--- src/rtl/imem_pkg.sv ---
// imem_pkg: shared instruction-memory types, sizes and the big-endian byte-lane order
//   IMEM_WORD_BYTES  bytes per instruction word
//   IMEM_ADDR_W      default byte-address width
//   imem_ld_state_t  loader FSM states
//   imem_byte_lane   byte i of a word, lane 0 = MSB = lowest address
package imem_pkg;
  localparam int IMEM_WORD_BYTES = 4;
  localparam int IMEM_ADDR_W = 8;
  typedef enum logic [1:0] {
    IMEM_IDLE  = 2'd0,
    IMEM_LOAD  = 2'd1,
    IMEM_WRITE = 2'd2,
    IMEM_DONE  = 2'd3
  } imem_ld_state_t;
  function automatic logic [7:0] imem_byte_lane(input logic [31:0] w, input logic [1:0] i);
    return i == 2'd0 ? w[31:24] : i == 2'd1 ? w[23:16] : i == 2'd2 ? w[15:8] : w[7:0];
  endfunction
endpackage

--- src/rtl/imem_loader_if.sv ---
// imem_loader_if: word stream in and byte write bus out of the instruction-memory loader
//   word_valid/word_data/word_last/word_ready  32-bit word stream (source -> loader)
//   mem_we/mem_addr/mem_wdata                  byte write port (loader -> memory)
//   modport slave: loader side; modport master: source/memory side
interface imem_loader_if import imem_pkg::*; #(parameter int ADDR_W = IMEM_ADDR_W);
  logic              word_valid;
  logic [31:0]       word_data;
  logic              word_last;
  logic              word_ready;
  logic              mem_we;
  logic [ADDR_W-1:0] mem_addr;
  logic [7:0]        mem_wdata;
  modport slave (
    input  word_valid, word_data, word_last,
    output word_ready, mem_we, mem_addr, mem_wdata
  );
  modport master (
    output word_valid, word_data, word_last,
    input  word_ready, mem_we, mem_addr, mem_wdata
  );
endinterface

--- src/rtl/imem_byte_serializer.sv ---
// imem_byte_serializer: holds a captured word and byte index, presents the current big-endian byte
//   clk, reset   clock, async active-low reset
//   load_i       capture data_i and restart at byte 0
//   adv_i        step to the next byte
//   data_i       word to capture
//   byte_o       registered byte for the current index
//   last_byte_o  current index is the final byte of the word
module imem_byte_serializer import imem_pkg::*; (
  input  logic        clk,
  input  logic        reset,
  input  logic        load_i,
  input  logic        adv_i,
  input  logic [31:0] data_i,
  output logic [7:0]  byte_o,
  output logic        last_byte_o
);
  logic [31:0] word_q, word_d;
  logic [1:0]  idx_q, idx_d;
  logic [7:0]  byte_q, byte_d;
  always_comb begin
    word_d = load_i ? data_i : word_q;
    idx_d  = load_i ? 2'd0 : adv_i ? idx_q + 2'd1 : idx_q;
    // the byte register is loaded with the lane for the index being entered
    byte_d = load_i ? imem_byte_lane(data_i, 2'd0) : adv_i ? imem_byte_lane(word_q, idx_d) : byte_q;
  end
  always_ff @(posedge clk or negedge reset) begin
    if (!reset) begin
      word_q <= '0;
      idx_q  <= '0;
      byte_q <= '0;
    end else begin
      word_q <= word_d;
      idx_q  <= idx_d;
      byte_q <= byte_d;
    end
  end
  assign byte_o      = byte_q;
  assign last_byte_o = idx_q == 2'(IMEM_WORD_BYTES - 1);
endmodule

--- src/rtl/imem_loader.sv ---
// imem_loader: boot-time writer of 32-bit words as four big-endian bytes into byte-wide imem
//   clk, reset   clock, async active-low reset
//   start        begin a load session (honored in IDLE only)
//   bus          imem_loader_if.slave: word stream in, byte write port out
//   busy         not IDLE
//   done         one-cycle completion pulse
//   wrap_err     sticky: byte address wrapped past the top of memory, cleared by start
//   word_count   words written this session
//   checksum     sum of accepted words (only with IMEM_LOADER_CHECKSUM_EN defined)
module imem_loader import imem_pkg::*; #(
  parameter int                ADDR_W    = IMEM_ADDR_W,
  parameter logic [ADDR_W-1:0] BASE_ADDR = '0
) (
  input  logic              clk,
  input  logic              reset,
  input  logic              start,
  imem_loader_if.slave      bus,
  output logic              busy,
  output logic              done,
  output logic              wrap_err,
  output logic [ADDR_W-2:0] word_count
`ifdef IMEM_LOADER_CHECKSUM_EN
  ,
  output logic [31:0]       checksum
`endif
);
  localparam logic [1:0] S_IDLE  = IMEM_IDLE;
  localparam logic [1:0] S_LOAD  = IMEM_LOAD;
  localparam logic [1:0] S_WRITE = IMEM_WRITE;
  localparam logic [1:0] S_DONE  = IMEM_DONE;
  logic [1:0]        state_q, state_d;
  logic [ADDR_W-1:0] addr_q, addr_d;
  logic [ADDR_W-2:0] count_q, count_d;
  logic              wrap_q, wrap_d;
  logic              last_q, last_d;
  logic              ready_q, we_q, busy_q, done_q;
  logic              go, hs, writing, last_byte;
  logic [7:0]        byte_w;
  assign go      = state_q == S_IDLE && start;
  assign hs      = state_q == S_LOAD && bus.word_valid;
  assign writing = state_q == S_WRITE;
  always_comb begin
    state_d = state_q;
    addr_d  = addr_q;
    count_d = count_q;
    wrap_d  = wrap_q;
    last_d  = last_q;
    if (go) begin
      state_d = S_LOAD;
      addr_d  = BASE_ADDR;
      count_d = '0;
      wrap_d  = 1'b0;
    end
    if (hs) begin
      state_d = S_WRITE;
      last_d  = bus.word_last;
    end
    if (writing) begin
      addr_d = addr_q + 1'b1;
      wrap_d = wrap_q | (&addr_q);
      if (last_byte) begin
        // word count wraps at the number of words the memory holds
        count_d = {1'b0, count_q[ADDR_W-3:0] + 1'b1};
        state_d = last_q ? S_DONE : S_LOAD;
      end
    end
    if (state_q == S_DONE) state_d = S_IDLE;
  end
  // status outputs are registered from the next state so they change in step with it
  always_ff @(posedge clk or negedge reset) begin
    if (!reset) begin
      state_q <= S_IDLE;
      addr_q  <= BASE_ADDR;
      count_q <= '0;
      wrap_q  <= 1'b0;
      last_q  <= 1'b0;
      ready_q <= 1'b0;
      we_q    <= 1'b0;
      busy_q  <= 1'b0;
      done_q  <= 1'b0;
    end else begin
      state_q <= state_d;
      addr_q  <= addr_d;
      count_q <= count_d;
      wrap_q  <= wrap_d;
      last_q  <= last_d;
      ready_q <= state_d == S_LOAD;
      we_q    <= state_d == S_WRITE;
      busy_q  <= state_d != S_IDLE;
      done_q  <= state_d == S_DONE;
    end
  end
  imem_byte_serializer u_ser (
    .clk        (clk),
    .reset      (reset),
    .load_i     (hs),
    .adv_i      (writing),
    .data_i     (bus.word_data),
    .byte_o     (byte_w),
    .last_byte_o(last_byte)
  );
  assign bus.word_ready = ready_q;
  assign bus.mem_we     = we_q;
  assign bus.mem_addr   = addr_q;
  assign bus.mem_wdata  = byte_w;
  assign busy           = busy_q;
  assign done           = done_q;
  assign wrap_err       = wrap_q;
  assign word_count     = count_q;
`ifdef IMEM_LOADER_CHECKSUM_EN
  logic [31:0] cks_q, cks_d;
  assign cks_d = go ? '0 : hs ? cks_q + bus.word_data : cks_q;
  always_ff @(posedge clk or negedge reset) begin
    if (!reset) cks_q <= '0;
    else cks_q <= cks_d;
  end
  assign checksum = cks_q;
`endif
endmodule

--- src/flat_wrapper.sv ---
// flat-port wrapper written by rule: the top's interface ports become plain ports
module imem_loader_flat import imem_pkg::*;
#(
  parameter int                ADDR_W    = IMEM_ADDR_W,
  parameter logic [ADDR_W-1:0] BASE_ADDR = '0
)
  (clk, reset, start, busy, done, wrap_err, word_count, bus_word_valid, bus_word_data, bus_word_last, bus_word_ready, bus_mem_we, bus_mem_addr, bus_mem_wdata);
  imem_loader_if #(.ADDR_W(ADDR_W)) bus_i ();
  input  logic clk;
  input  logic reset;
  input  logic start;
  output logic busy;
  output logic done;
  output logic wrap_err;
  output logic [ADDR_W-2:0] word_count;
  input wire logic [$bits(bus_i.word_valid)-1:0] bus_word_valid;
  input wire logic [$bits(bus_i.word_data)-1:0] bus_word_data;
  input wire logic [$bits(bus_i.word_last)-1:0] bus_word_last;
  output wire logic [$bits(bus_i.word_ready)-1:0] bus_word_ready;
  output wire logic [$bits(bus_i.mem_we)-1:0] bus_mem_we;
  output wire logic [$bits(bus_i.mem_addr)-1:0] bus_mem_addr;
  output wire logic [$bits(bus_i.mem_wdata)-1:0] bus_mem_wdata;
  assign bus_i.word_valid = bus_word_valid;
  assign bus_i.word_data = bus_word_data;
  assign bus_i.word_last = bus_word_last;
  assign bus_word_ready = bus_i.word_ready;
  assign bus_mem_we = bus_i.mem_we;
  assign bus_mem_addr = bus_i.mem_addr;
  assign bus_mem_wdata = bus_i.mem_wdata;
  imem_loader #(.ADDR_W(ADDR_W), .BASE_ADDR(BASE_ADDR)) u_core (.clk(clk), .reset(reset), .start(start), .bus(bus_i), .busy(busy), .done(done), .wrap_err(wrap_err), .word_count(word_count));
endmodule
--- config.mk ---
export PLATFORM = sky130hd
export DESIGN_NAME = imem_loader_flat
export DESIGN_NICKNAME = d
export VERILOG_FILES = /design/src/rtl/imem_pkg.sv /design/src/rtl/imem_loader_if.sv /design/src/rtl/imem_byte_serializer.sv /design/src/rtl/imem_loader.sv /design/src/flat_wrapper.sv
export SDC_FILE = /design/constraint.sdc
export NUM_CORES = 1
export LEC_CHECK = 0
export ABC_AREA = 1
export CORE_MARGIN = 2
export CORE_UTILIZATION = 45
export DETAILED_ROUTE_END_ITERATION = 10
export PLACE_DENSITY = 0.72
export SYNTH_ARGS = -nofsm -noshare
export SYNTH_HDL_FRONTEND = slang
export SYNTH_HIERARCHICAL = 1
export SYNTH_SLANG_ARGS = --single-unit
--- constraint.sdc ---
create_clock -name clk -period 2.6 [get_ports clk]
set_input_delay 0.65 -clock clk [delete_from_list [all_inputs] [get_ports clk]]
set_output_delay 0.65 -clock clk [all_outputs]
set_load 0.02 [all_outputs]
==> results of run 1 <==
-- final timing paths --
check / to / slack [ps]
min reg2reg: u_core/u_ser/word_q[13]$_DFFE_PN0P_ / 480
max reg2reg: u_core/u_ser/byte_o[3]$_DFFE_PN0P_ / 650
min: u_core/state_q[0]$_DFF_PN0_ / 340
min in group clk: u_core/u_ser/word_q[13]$_DFFE_PN0P_ / 480
max in group asynchronous: u_core/u_ser/word_q[23]$_DFFE_PN0P_ / 2000
max: u_core/u_ser/byte_o[3]$_DFFE_PN0P_ / 450
-- power breakdown --
group          internal [W]  switching, W  leakage, nW
Sequential          0.00140      0.000242        0.827
Combinational      0.000706       0.00116         1.11
Clock              0.000521      0.000366        0.107
Total               0.00263       0.00177         2.04
-- cell type report --
class / instances / area (sq um)
Sequential cell: 65 / 1630
Tap cell: 80 / 100
Fill cell: 600 / 2700
Inverter: 42 / 163
Clock buffer: 14 / 173
Multi-Input combinational cell: 262 / 1250
Clock inverter: 2 / 35.0
Timing Repair Buffer: 68 / 678
-- metal layers --
metal	vias to the layer above	global-route usage
met1	1250	0.245
met5	-	0
met3	11	0.0379
met4	0	0.0866
met2	81	0.353
li1	1338	-
-- cells in the final DEF, fill, tap and decap left out, types with 4 or more instances in the layout --
cell	n
clkbuf_8	12
o21ai_0	27
nor2_1	19
a21boi_0	7
nand2_1	150
inv_1	36
clkdlybuf4s50_1	63
nand3_1	15
nand2_4	5
dfrtp_1	65
a21oi_1	8
o21ai_1	7
inv_2	5
o211ai_2	4
-- metrics by stage --
| step | total power [W] | instances | instance area [sq um] | hold WS (ps) | util |
|---|---|---|---|---|---|
| 6_report | 0.00440 | 533 | 4020 | 335 | 0.599 |
| 5_1_grt | 0.00475 | 533 | 4020 | 339 | 0.599 |
| 4_1_cts | 0.00444 | 533 | 4020 | 327 | 0.599 |
| 3_5_place_dp | 0.00353 | 517 | 3810 | 460 | 0.568 |
| 3_3_place_gp | 0.00347 | 517 | 3810 | 455 | 0.568 |
| 2_1_floorplan | 0.00291 | 379 | 3100 | 354 | - |
-- flip-flops by register name, indices dropped and copies added (netlist names) --
signal / cells
u_core/word_count: 7
u_core/u_ser/idx_q: 2
u_core/busy: 1
u_core/last_q: 1
u_core/bus.mem_addr: 8
u_core/u_ser/word_q: 32
u_core/bus.mem_we: 1
u_core/wrap_err: 1
u_core/u_ser/byte_o: 8
u_core/state_q: 2
u_core/bus.word_ready: 1
u_core/done: 1
-- cells by family (layout without fill, tap and decap cells) --
logic type                 after synthesis  after routing  share of synthesized area
adders and majority gates                3              3                     0.0121
AOI/OAI and AO/OA                       59             59                      0.118
buffers and inverters                   52            126                     0.0719
DFF                                     65             65                      0.525
and+or+nand+nor                        200            200                      0.273
-- worst max-delay path: cells and delay by family --
kind                   cells  cell delay, ps
and+or+nand+nor            7             730
buffers and inverters      4             890
AOI/OAI and AO/OA          1             120
==> impl_metrics.ini, run 1 <==
[setup_path]
cp_cell_sequence = clkdlybuf4s50_1 > nand3_1 > inv_1 > inv_2 > nand3_1 > nand2_4 > inv_2 > nand2_2 > o211ai_2 > nand2_1 > nand2_1 > nand2_1
cpMostUsedCell = nand2_1
slowest_stage = clkdlybuf4s50_1
cpPeakStageDelay_ps = 460
crit_fanout = 11
cp.required_ps = 2820
worstSetupStartpoint = bus_word_valid
critPathKind = in2reg
reg2reg_depth = 12
critPathLaunchType = primary input
worstReg2RegStart = u_core/state_q[0]$_DFF_PN0_
crit_path_end_kind = register
critPathArrivalTime_ps = 2370

[detailed_routing]
routed_via_density = 5.03
wl_microns = 6870
ant_nets = 0
met1Wirelength_microns = 2980
wl_per_cell_microns = 12.9
route.top_layer_used = met4
drt_iter0_drc = 144
drc_errors = 0
vias = 2680
routed-wl-met3_microns = 314
first_pass_iters = 4
route.met2.wl_microns = 3480

[timing]
post-route-min-period_ps = 2150
worst_slack_ps = 447
setup-violations-final = 0
fin_tns_setup_ps = 0
finalHoldViolCount = 0
rsz0062_at_grt = false
worst_slew_pin_slew_ps = 402
slew_headroom = 0.732
fin_skew_ps = 9.12
fin_crit_sh = 0.828
slew_viol_final = 0
fmax_mhz = 464

[global_route]
grt_pass1_vias = 2721
grt_max_degree = 66
grt_first_pass_wirelength_microns = 11900
antenna_found_initial = 0
grtUsageTotal = 0.203
grt.overflow.total = 0

[floorplanning]
die_height_microns = 87.0
dieArea_sq_um = 7560
num_rows = 30
die_w_microns = 87.0
io-pin-count = 65
floorplan.initialDensity = 0.461
core_sq_um = 6720

[clock_tree]
post_cts_resized = 0
cts_buffers = 9
cts_sinks = 65
clock_path_buffers = 2
htree_levels = 3
clkTransAtPathRegs_ps = 70
post-cts-setup-buffers = 0
cts_hold_buffers = 0
insertion_delay_ps = 340
cts_root_buf = clkbuf_8
cts_tree = yes

[worst_hold_path]
hold_path.class = in2async

[synthesis]
synth.top_cells.by_area = dfrtp_1 (53%), nand2_1 (18%), inv_1 (4.4%), o21ai_0 (4.4%), nand3_1 (2.4%)
syn_avg_cell_area_sq_um = 8.17
synth_top_cell_area_share = 0.525
syn_nets = 419
syn_area_sq_um = 3100
seq_area_frac_synth = 0.525
yosysWarnings = 6
synth_edf_count = 0
postSynthCellCount = 379
ys_types = 31
synth_top_area_cell = dfrtp_1
synth_commonest_cells = nand2_1 (150), dfrtp_1 (65), inv_1 (36)
ys_ff_latch = 65
synth_ff_type = dfrtp_1
yosysMostFrequentCell = nand2_1
async_flop_share = 1.00

[layout]
drive_above_1_share = 0.0927
nNetsFinal = 488
syn_to_final_growth_pct = 29.9
antenna_cells = 0

[placement]
io_buffer_count = 64
dp_hpwl_microns = 4830
place.gp.congestion = 0.853
pre_cts_slack_ps = 94.5

[power_and_ir_drop]
ir_worst_vdd_mv = 0.460
leakage_nw = 2.04
p_per_area_nw_per_um2 = 1090

[job]
max_cap_violations = 0

[run_status]
status = finished, final reports clean
Note: power is estimated with default switching activity, not from simulation.
==> inputs of run 2 (changes only) <==
==> constraint.sdc (replaced) <==
create_clock -name clk -period 2 [get_ports clk]
set_input_delay 0.5 -clock clk [delete_from_list [all_inputs] [get_ports clk]]
set_output_delay 0.5 -clock clk [all_outputs]
set_load 0.02 [all_outputs]
==> run 2 against run 1 <==
  * Utilization rose by 0.99 points
  * Combinational power is 39% higher
  * Register-to-register slack got worse by 450 ps
  * Critical endpoint is now bus_mem_addr[2]
  * Clock power rose by 11%
  * Global-route usage down 0.51 points
  * Non-clock buffer count increased by 13
  * Design area grew 1.6%
  * Via count rose by 0.71%
  * First-iteration DRC count fell by 27%
  * Wire length fell by 0.70%
==> impl_metrics.ini, run 2 (synthesis results as in run 1) <==
[run_status]
status = finished, final reports clean

[layout]
top_register = u_core/u_ser/word_q
syn_to_final_growth_pct = 32.0
drive_above_1_share = 0.114
finalNonFillerCells = 543
nNetsFinal = 501
final_common_cell = nand2_1
final_cell_mix = nand2_1 (150), dfrtp_1 (65), clkdlybuf4s50_1 (63)
largest_register_ffs = 32
final_area_sq_um = 4090
antenna_cells = 0

[timing]
post-route-min-period_ps = 1920
rsz0062_at_grt = false
fmax_mhz = 520
worst_slack_ps = 78.2
finalHoldViolCount = 0
fin_skew_ps = 4.25
slew_viol_final = 0
worst_slew_pin_slew_ps = 475
slew_headroom = 0.682
fin_tns_setup_ps = 0
fin_crit_sh = 0.961
setup-violations-final = 0

[floorplanning]
die_w_microns = 87.0
num_rows = 30
floorplan.initialDensity = 0.461
die_height_microns = 87.0
dieArea_sq_um = 7560
io-pin-count = 65
core_sq_um = 6720

[setup_path]
crit_fanout = 7
critPathKind = reg2out
path_delay_family = buffers and inverters
path_buf_inv = 1
cp.required_ps = 1500
critPathLaunchType = register
crit_path_end_kind = output pin
crit_cells = 1
cpPeakStageDelay_ps = 640
reg2reg_depth = 11
cp_cell_sequence = clkdlybuf4s50_1
slowest_stage = clkdlybuf4s50_1
critPathArrivalTime_ps = 1420

[detailed_routing]
routed_via_density = 4.97
drt_iter0_drc = 105
vias = 2699
wl_per_cell_microns = 12.6
drc_errors = 0
first_pass_iters = 5
ant_nets = 0
wl_microns = 6820

[power_and_ir_drop]
seq_power_share = 0.374
p_switching_w = 0.00230
power_w = 0.00571
netSwitchingFraction = 0.402
leakage_nw = 2.09
pwr-share-comb = 0.454
p_int_w = 0.00341
ir_worst_vdd_mv = 0.561
power_frac_clock = 0.172
p_per_area_nw_per_um2 = 1400

[worst_hold_path]
hold_path.class = reg2reg
holdPathStages = 2

[global_route]
grt_pass1_vias = 2594
grtUsageTotal = 0.198
antenna_found_initial = 0
grt_max_degree = 40
grt_first_pass_wirelength_microns = 11600
grt.overflow.total = 0

[placement]
place_area_sq_um = 3910
place.gp.congestion = 0.874
pre_cts_slack_ps = -233
io_buffer_count = 64
dp_hpwl_microns = 5080
dp.cells = 529

[clock_tree]
clock_path_buffers = 2
cts_buffers = 9
cts_sinks = 65
cts_root_buf = clkbuf_8
cts_tree = yes
htree_levels = 3
post-cts-setup-buffers = 0
clkTransAtPathRegs_ps = 70
insertion_delay_ps = 330

[job]
max_cap_violations = 0
## run 2: cell count changes in the layout (fill, tap and decap cells not counted), sizes merged
cell         change
buf             +12
bufinv           -1
clkbuf           -1
clkinv           -1
dlygate4sd3      +1
## run 2: stage by stage
| stage | utilization | hold slack (ps) |
|---|---|---|
| 3_3_place_gp | 0.581 | 352 |
| 2_1_floorplan | - | 204 |
| 6_report | 0.609 | 473 |
| 3_5_place_dp | 0.581 | 361 |
| 5_1_grt | 0.609 | 500 |
| 4_1_cts | 0.608 | 475 |
## run 2: worst register-to-register path, delay by kind of cell, from the launching register on
kind                   cells  cell delay [ps]
AOI/OAI and AO/OA          1              200
buffers and inverters      4              520
DFF                        1              420
and+or+nand+nor            6              550
## run 2: cell type report
cell class                 count  area [sq um]
clock buffer                  13           169
fill                         592          2630
inverter                      42           163
multi-input combinational    262          1250
sequential                    65          1630
tap                           80           100
timing repair buffer          81           778
## run 2: per-layer routing
| metal | vias up | part of all wire | GRT usage |
|---|---|---|---|
| met2 | 81 | 0.49 | 0.335 |
| met1 | 1252 | 0.44 | 0.245 |
| met5 | - | 0 | 0 |
| met4 | 0 | 0.015 | 0.0668 |
| met3 | 9 | 0.047 | 0.0512 |
| li1 | 1357 | - | - |
## run 2: path summary, 6_finish.rpt
| path | startpoint | endpoint | slack (ps) |
|---|---|---|---|
| worst max-delay path | u_core/bus.mem_addr[2]$_DFFE_PN0P_ | bus_mem_addr[2] | 80 |
| worst min-delay path | u_core/u_ser/word_q[21]$_DFFE_PN0P_ | u_core/u_ser/word_q[21]$_DFFE_PN0P_ | 470 |
| worst max register to register | u_core/state_q[0]$_DFF_PN0_ | u_core/u_ser/byte_o[2]$_DFFE_PN0P_ | 200 |
| worst min register to register | u_core/u_ser/word_q[21]$_DFFE_PN0P_ | u_core/u_ser/word_q[21]$_DFFE_PN0P_ | 470 |
| max in group asynchronous | reset | u_core/u_ser/word_q[7]$_DFFE_PN0P_ | 830 |
| min in group asynchronous | reset | u_core/bus.mem_we$_DFF_PN0_ | 540 |
## run 2: power by group through the flow
stage | combinational (W) | clock (W) | sequential (W)
floorplan | 0.00152 | 0 | 0.00226
global placement | 0.00253 | 0 | 0.00214
detailed placement | 0.00259 | 0 | 0.00215
CTS | 0.00260 | 0.00101 | 0.00213
global route | 0.00290 | 0.00107 | 0.00219
finish | 0.00259 | 0.000985 | 0.00213
## run 2: repair_timing
action	CTS	global route
setup endpoints to repair	0	8
endpoints found under the hold margin	6	0
resized for setup	0	2
hold buffers	1	0
==> inputs of run 3 (changes only) <==
--- a/config.mk
+++ b/config.mk
@@ -9,6 +9,7 @@
 export CORE_MARGIN = 2
 export CORE_UTILIZATION = 45
 export DETAILED_ROUTE_END_ITERATION = 10
+export HOLD_SLACK_MARGIN = 0.03
 export PLACE_DENSITY = 0.72
 export SYNTH_ARGS = -nofsm -noshare
 export SYNTH_HDL_FRONTEND = slang
==> results of run 3 <==
Final layout, timing and power as in run 2 (identical DEF).
